[config.mk]
export PLATFORM = sky130hd
export DESIGN_NAME = uram_capture128k
export DESIGN_NICKNAME = d
export VERILOG_FILES = /design/src/rtl/uram_capture128k.sv
export SDC_FILE = /design/constraint.sdc
export NUM_CORES = 1
export LEC_CHECK = 0
export CAP_MARGIN = 20
export CORE_AREA = 2 2 181 183
export DETAILED_ROUTE_END_ITERATION = 8
export DIE_AREA = 0 0 183 185
export PLACE_DENSITY = 0.55
export SLEW_MARGIN = 25
export SYNTH_ARGS = -nofsm -noshare
export SYNTH_HDL_FRONTEND = slang
export SYNTH_SLANG_ARGS = --single-unit
[constraint.sdc]
create_clock -name axis_clk -period 19.6 [get_ports axis_clk]
set_clock_uncertainty 0.15 [all_clocks]
set_input_delay 5.88 -clock axis_clk [delete_from_list [all_inputs] [get_ports axis_clk]]
set_output_delay 5.88 -clock axis_clk [all_outputs]
set_load 0.02 [all_outputs]
[src/rtl/uram_capture128k.sv]
// AXI-Stream to URAM capture stage: after arm/trigger, writes a programmable
// number of stream beats into the URAM through a BRAM_CTRL-style write port.
module uram_capture128k #(
    parameter int DWIDTH         = 128,
    parameter int MEM_SIZE_BYTES = 131072,
    localparam int DEPTH         = MEM_SIZE_BYTES / (DWIDTH / 8),
    localparam int URAM_AWIDTH   = $clog2(DEPTH)
) (
    input  logic                   axis_clk,
    input  logic                   axis_areset,
    input  logic [DWIDTH-1:0]      s_axis_tdata,
    input  logic                   s_axis_tvalid,
    output logic                   s_axis_tready,
    input  logic                   arm,
    input  logic                   trigger,
    input  logic                   abort,
    input  logic [URAM_AWIDTH:0]   num_words,
    output logic                   busy,
    output logic                   done,
    output logic [URAM_AWIDTH:0]   words_written,
    output logic [DWIDTH-1:0]      portA_cpu_wdata,
    output logic [DWIDTH/8-1:0]    portA_we,
    output logic                   portA_en,
    input  logic [DWIDTH-1:0]      portA_cpu_rdata,
    output logic [31:0]            portAcpu_addr,
    output logic                   portA_clk,
    output logic                   portA_rst
);

    localparam int BYTES      = DWIDTH / 8;
    localparam int BYTE_SHIFT = $clog2(BYTES);
    localparam logic [URAM_AWIDTH:0] DEPTH_W = (URAM_AWIDTH + 1)'(DEPTH);

    typedef enum logic [1:0] {
        ST_IDLE,
        ST_ARMED,
        ST_CAPTURE,
        ST_DONE
    } state_t;

    state_t                 state_reg;
    logic [URAM_AWIDTH:0]   len_reg;
    logic [URAM_AWIDTH:0]   words_reg;
    logic [URAM_AWIDTH:0]   words_next;
    logic [URAM_AWIDTH:0]   len_next;
    logic                   en_reg;
    logic [31:0]            addr_reg;
    logic [BYTES-1:0]       we_reg;
    logic [DWIDTH-1:0]      wdata_reg;
    logic                   capture_hs;
    logic                   unused_rdata;

    // Read data is never consumed; this is a write-only master.
    assign unused_rdata = ^portA_cpu_rdata;

    // tready comes straight from the state register: no input-to-output path.
    assign s_axis_tready = (state_reg == ST_ARMED) || (state_reg == ST_CAPTURE);
    assign busy          = s_axis_tready;
    assign done          = (state_reg == ST_DONE);
    assign words_written = words_reg;

    assign capture_hs = s_axis_tvalid && (state_reg == ST_CAPTURE);
    assign words_next = words_reg + 1'b1;

    // Zero or oversized requests fill the whole buffer.
    always_comb begin
        len_next = num_words;
        if ((num_words == '0) || (num_words > DEPTH_W)) begin
            len_next = DEPTH_W;
        end
    end

    always_ff @(posedge axis_clk or posedge axis_areset) begin
        if (axis_areset) begin
            state_reg <= ST_IDLE;
            len_reg   <= DEPTH_W;
            words_reg <= '0;
            en_reg    <= 1'b0;
            addr_reg  <= '0;
        end else begin
            en_reg <= capture_hs;
            if (capture_hs) begin
                addr_reg  <= 32'(words_reg) << BYTE_SHIFT;
                words_reg <= words_next;
            end

            case (state_reg)
                ST_IDLE: begin
                    if (!abort && arm) begin
                        state_reg <= ST_ARMED;
                        len_reg   <= len_next;
                        words_reg <= '0;
                    end
                end
                ST_ARMED: begin
                    if (abort) begin
                        state_reg <= ST_IDLE;
                    end else if (trigger) begin
                        state_reg <= ST_CAPTURE;
                    end
                end
                ST_CAPTURE: begin
                    // An aborted cycle still writes its beat (handled above).
                    if (abort) begin
                        state_reg <= ST_IDLE;
                    end else if (capture_hs && (words_next == len_reg)) begin
                        state_reg <= ST_DONE;
                    end
                end
                ST_DONE: begin
                    if (abort) begin
                        state_reg <= ST_IDLE;
                    end else if (arm) begin
                        state_reg <= ST_ARMED;
                        len_reg   <= len_next;
                        words_reg <= '0;
                    end
                end
                default: state_reg <= ST_IDLE;
            endcase
        end
    end

    // Per-byte-lane write data and enables, registered one cycle after the handshake.
    for (genvar gi = 0; gi < BYTES; gi++) begin : g_lane
        always_ff @(posedge axis_clk or posedge axis_areset) begin
            if (axis_areset) begin
                we_reg[gi]             <= 1'b0;
                wdata_reg[gi*8 +: 8]   <= '0;
            end else begin
                we_reg[gi] <= capture_hs;
                if (capture_hs) begin
                    wdata_reg[gi*8 +: 8] <= s_axis_tdata[gi*8 +: 8];
                end
            end
        end
    end

    assign portA_en        = en_reg;
    assign portA_we        = we_reg;
    assign portA_cpu_wdata = wdata_reg;
    assign portAcpu_addr   = addr_reg;
    assign portA_clk       = axis_clk;
    assign portA_rst       = axis_areset;

endmodule

# Yosys cells after proc, flatten, opt, wreduce, memory -nomap -nowiden
# Cells that the tools add are included.
# W data, S select, Z words.
[word_totals] input_bits=276 romBits=0 latchBits=0 regBits=173 ramBits=0 memories=0
[op_classes] mux=18 multipliers=0 n_bitwise=0 n_lt_le_gt_ge=1 shift=0 n_eq_ne=10 div_mod_pow=0 n_reduce_logical=11 add_sub_neg=1
[op_table] cell="$mux W14" count=8
[op_table] cell="$pmux W14 S2" count=2
[op_table] cell="$add A14 B1 Y14 const B" count=1
[op_table] cell="$eq A14 B14 Y1" count=1
[op_table] cell="$gt A14 B14 Y1 const B" count=1
[op_table] cell="$logic_not A14 Y1" count=1
[op_table] cell="$mux W2" count=7
[op_table] cell="$pmux W2 S4" count=1
[op_table] cell="$reduce_and A4 Y1" count=2
[op_table] cell="$ne A2 B2 Y1 const B" count=3
[op_table] cell="$ne A3 B3 Y1 const B" count=2
[op_table] cell="$eq A2 B2 Y1 const B" count=2
[op_table] cell="$logic_and A1 B1 Y1" count=3
[op_table] cell="$ne A3 B2 Y1 const B" count=1
[op_table] cell="$eq A2 B1 Y1 const B" count=1
[op_table] cell="$logic_not A2 Y1" count=1
[op_table] cell="$logic_or A1 B1 Y1" count=2
[op_table] cell="$reduce_bool A2 Y1" count=1
[op_table] cell="$logic_not A1 Y1" count=1

# Logic depth before layout (Yosys ltp)
[depth] word_depth=6 depth_mapped=8 ltp_nobuf=8

==> metrics.txt <==
status=finished, final reports clean; Pleak=5.33 nW; count of final max-slew check failures=0; area leader, netlist=dfrtp_1; fraction of layout cells with a size suffix above 1=0.0429; crit end category=output pin; vias in the first global route=around 6300; Final TNS setup=0 ps; top-count cell post-synth=nand2_1; number of synthesized flops with an enable pin=0; final hold vios=0; DP Wirelength=~16 mm; hold-fix buffers at CTS=0; Placement Setup Slack=approximately 3300 ps; Post-synth ARST share=1.00; Post-Syn Area=7440 um^2; routed vias=6356; Worst R2R Start=state_reg[0]$_DFFE_PP0P_; GP Congestion=0.730; DRT Pass-1 Iters=4; Critical-path top delay cell=clkdlybuf4s50_1; Worst Tran Pin Value=918 ps; DRC violations left=0; Starting DRT DRC Count=roughly 240; Worst Hold Launch=portA_cpu_wdata[42]$_DFFE_PP0P_; number of vias per cell=4.10; top cell type's share of synthesized area=0.578; max cap viols=0; pin count of the biggest net entering global routing=86; most used cell, CP=clkbuf_16; GRT Overall Usage=0.137; Ports=472; commonest cells in the netlist=nand2_1 (443), dfrtp_1 (172), buf_4 (40); first-pass GRT wire length=35.7 mm; worst vdd ir=0.0000784 V; unique cell type count in the Yosys netlist=40; Post-DRT Antenna Nets=0; final-layout fill cell count=around 3200; Max FO, Critical Path=2; total global routing overflow=0; CP cell instances=clkbuf_16, clkbuf_16, clkdlybuf4s50_1; critical path's top delay family=buffers and inverters; PwrDens=147 nW/um^2; Worst EP required=13570 ps; Starting Density=0.232; Clock Pin Slew Worst Setup and Hold Paths=60 ps; Seq/Total Area, Yosys=0.582; Post-Route WL=around 23 mm; Setup CP Type=clock port to output pin; final setup fails=0; Hold Path Class=flip-flop to flip-flop; Slew HR=0.388; ranking of synthesized cells by area=dfrtp_1 (58%), nand2_1 (22%), buf_4 (4.0%); P&R area growth vs syn=54.6%; max reg flops=128; crit start category=clock port; crit path launch=axis_clk; layout net count=approximately 1400; Synth warnings=0; Die H=185 um; CTS tree=built; syn_area_per_cell=8.83 um^2; Final WS setup=2990 ps; Synth Flop Type=dfrtp_1; die area=33900 um^2; Synth Instances=843; wire per inst=14.8 um; die width=roughly 180 um; Critical Path AT=10580 ps; Yosys reg bits=roughly 170; CP Buf/Inv Count=3; RSZ-0062 raised after global routing=false; Worst-Skew Late Latency=550 ps; Setup Buffers After CTS=0; crit-path max cell delay=530 ps; post_cts resized=0; Rows=66; core box area=32000 um^2; initial antenna violation count=1; IO buf count=~330
-- report_power, final --
group | switching [W] | internal (W) | total (W)
clock network | 0.000164 | 0.000207 | 0.000371
registers | 0.0000846 | 0.000501 | 0.000586
logic | 0.000390 | 0.000341 | 0.000730
-- routing by layer --
layer,share of wire,track usage,vias to the layer above,wire length (um)
met5,0.00057,0,-,13
met4,0.017,0.0493,2,399
met3,0.077,0.0545,30,1770
met2,0.47,0.210,220,10700
met1,0.44,0.173,2944,10100
li1,-,-,3160,-
-- cell families (layout without fill, tap and decap cells) --
| kind of cell | after synthesis | in the layout | share of synthesized area |
|---|---|---|---|
| other cells | 1 | 19 | 0.000504 |
| xor+xnor | 28 | 28 | 0.0330 |
| compound gates | 42 | 42 | 0.0409 |
| flops | 173 | 173 | 0.582 |
| fa+ha+maj | 5 | 5 | 0.00841 |
| simple gates | 505 | 505 | 0.270 |
| buf+inv | 89 | 371 | 0.0656 |
-- final timing paths --
| path | end | slack [ps] | depth (start not counted) |
|---|---|---|---|
| setup / recovery | portA_clk | 2990 | 3 |
| setup reg to reg | portA_cpu_wdata[52]$_DFFE_PP0P_ | 16710 | 7 |
| hold / removal | portA_cpu_wdata[42]$_DFFE_PP0P_ | 320 | 2 |
| max in group asynchronous | portA_cpu_wdata[90]$_DFFE_PP0P_ | 12580 | 3 |
| min in group asynchronous | portAcpu_addr[17]$_DFFE_PP0P_ | 5610 | 2 |
| hold reg to reg | portA_cpu_wdata[42]$_DFFE_PP0P_ | 320 | 2 |
-- per-stage QoR --
step           instance area, um^2  power [W]  std cells  hold WS (ps)  utilization
3_3_place_gp                 10900    0.00133       1515           307        0.339
6_report                     11500    0.00169       1551           324        0.359
3_5_place_dp                 10900    0.00134       1515           311        0.339
5_1_grt                      11500    0.00180       1550           344        0.359
4_1_cts                      11500    0.00172       1550           329        0.359
2_1_floorplan                 7500   0.000968        860           315            -
-- tightest hold or removal path, delay by kind of cell, from the launching register on --
kind             cells  cell delay, ps
DFF                  1             340
and+or+nand+nor      2             100
-- layout make-up --
type | count | area [um^2] | share of cell area
timing repair buffer | 329 | 3280 | 0.286
sequential | 173 | 4330 | 0.376
tap | 408 | 510 | 0.0444
multi-input combinational | 598 | 2700 | 0.235
inverter | 6 | 30.0 | 0.00261
clock inverter | 14 | 133 | 0.0115
clock buffer | 22 | 514 | 0.0447
antenna | 1 | 2.50 | 0.000218
-- layout by cell type (no fill, tap or decap), drive strengths merged, types with 2 or more instances in the layout --
cell           instances
or4                    2
nor2                  18
nor2b                  2
conb                  18
inv                   13
nor4                   4
a22o                  11
xor2                   5
nand2b                 6
o211ai                 3
or3                    5
nor3                  10
dfrtp                172
o21bai                 2
nand3                  5
a31oi                  4
xnor2                 23
clkdlybuf4s50        325
o21ai                  7
ha                     5
buf                    5
clkbuf                21
clkinv                 4
a21oi                  7
clkinvlp               2
nand2                443
nand4                  7
Note: power is estimated with default switching activity, not from simulation.
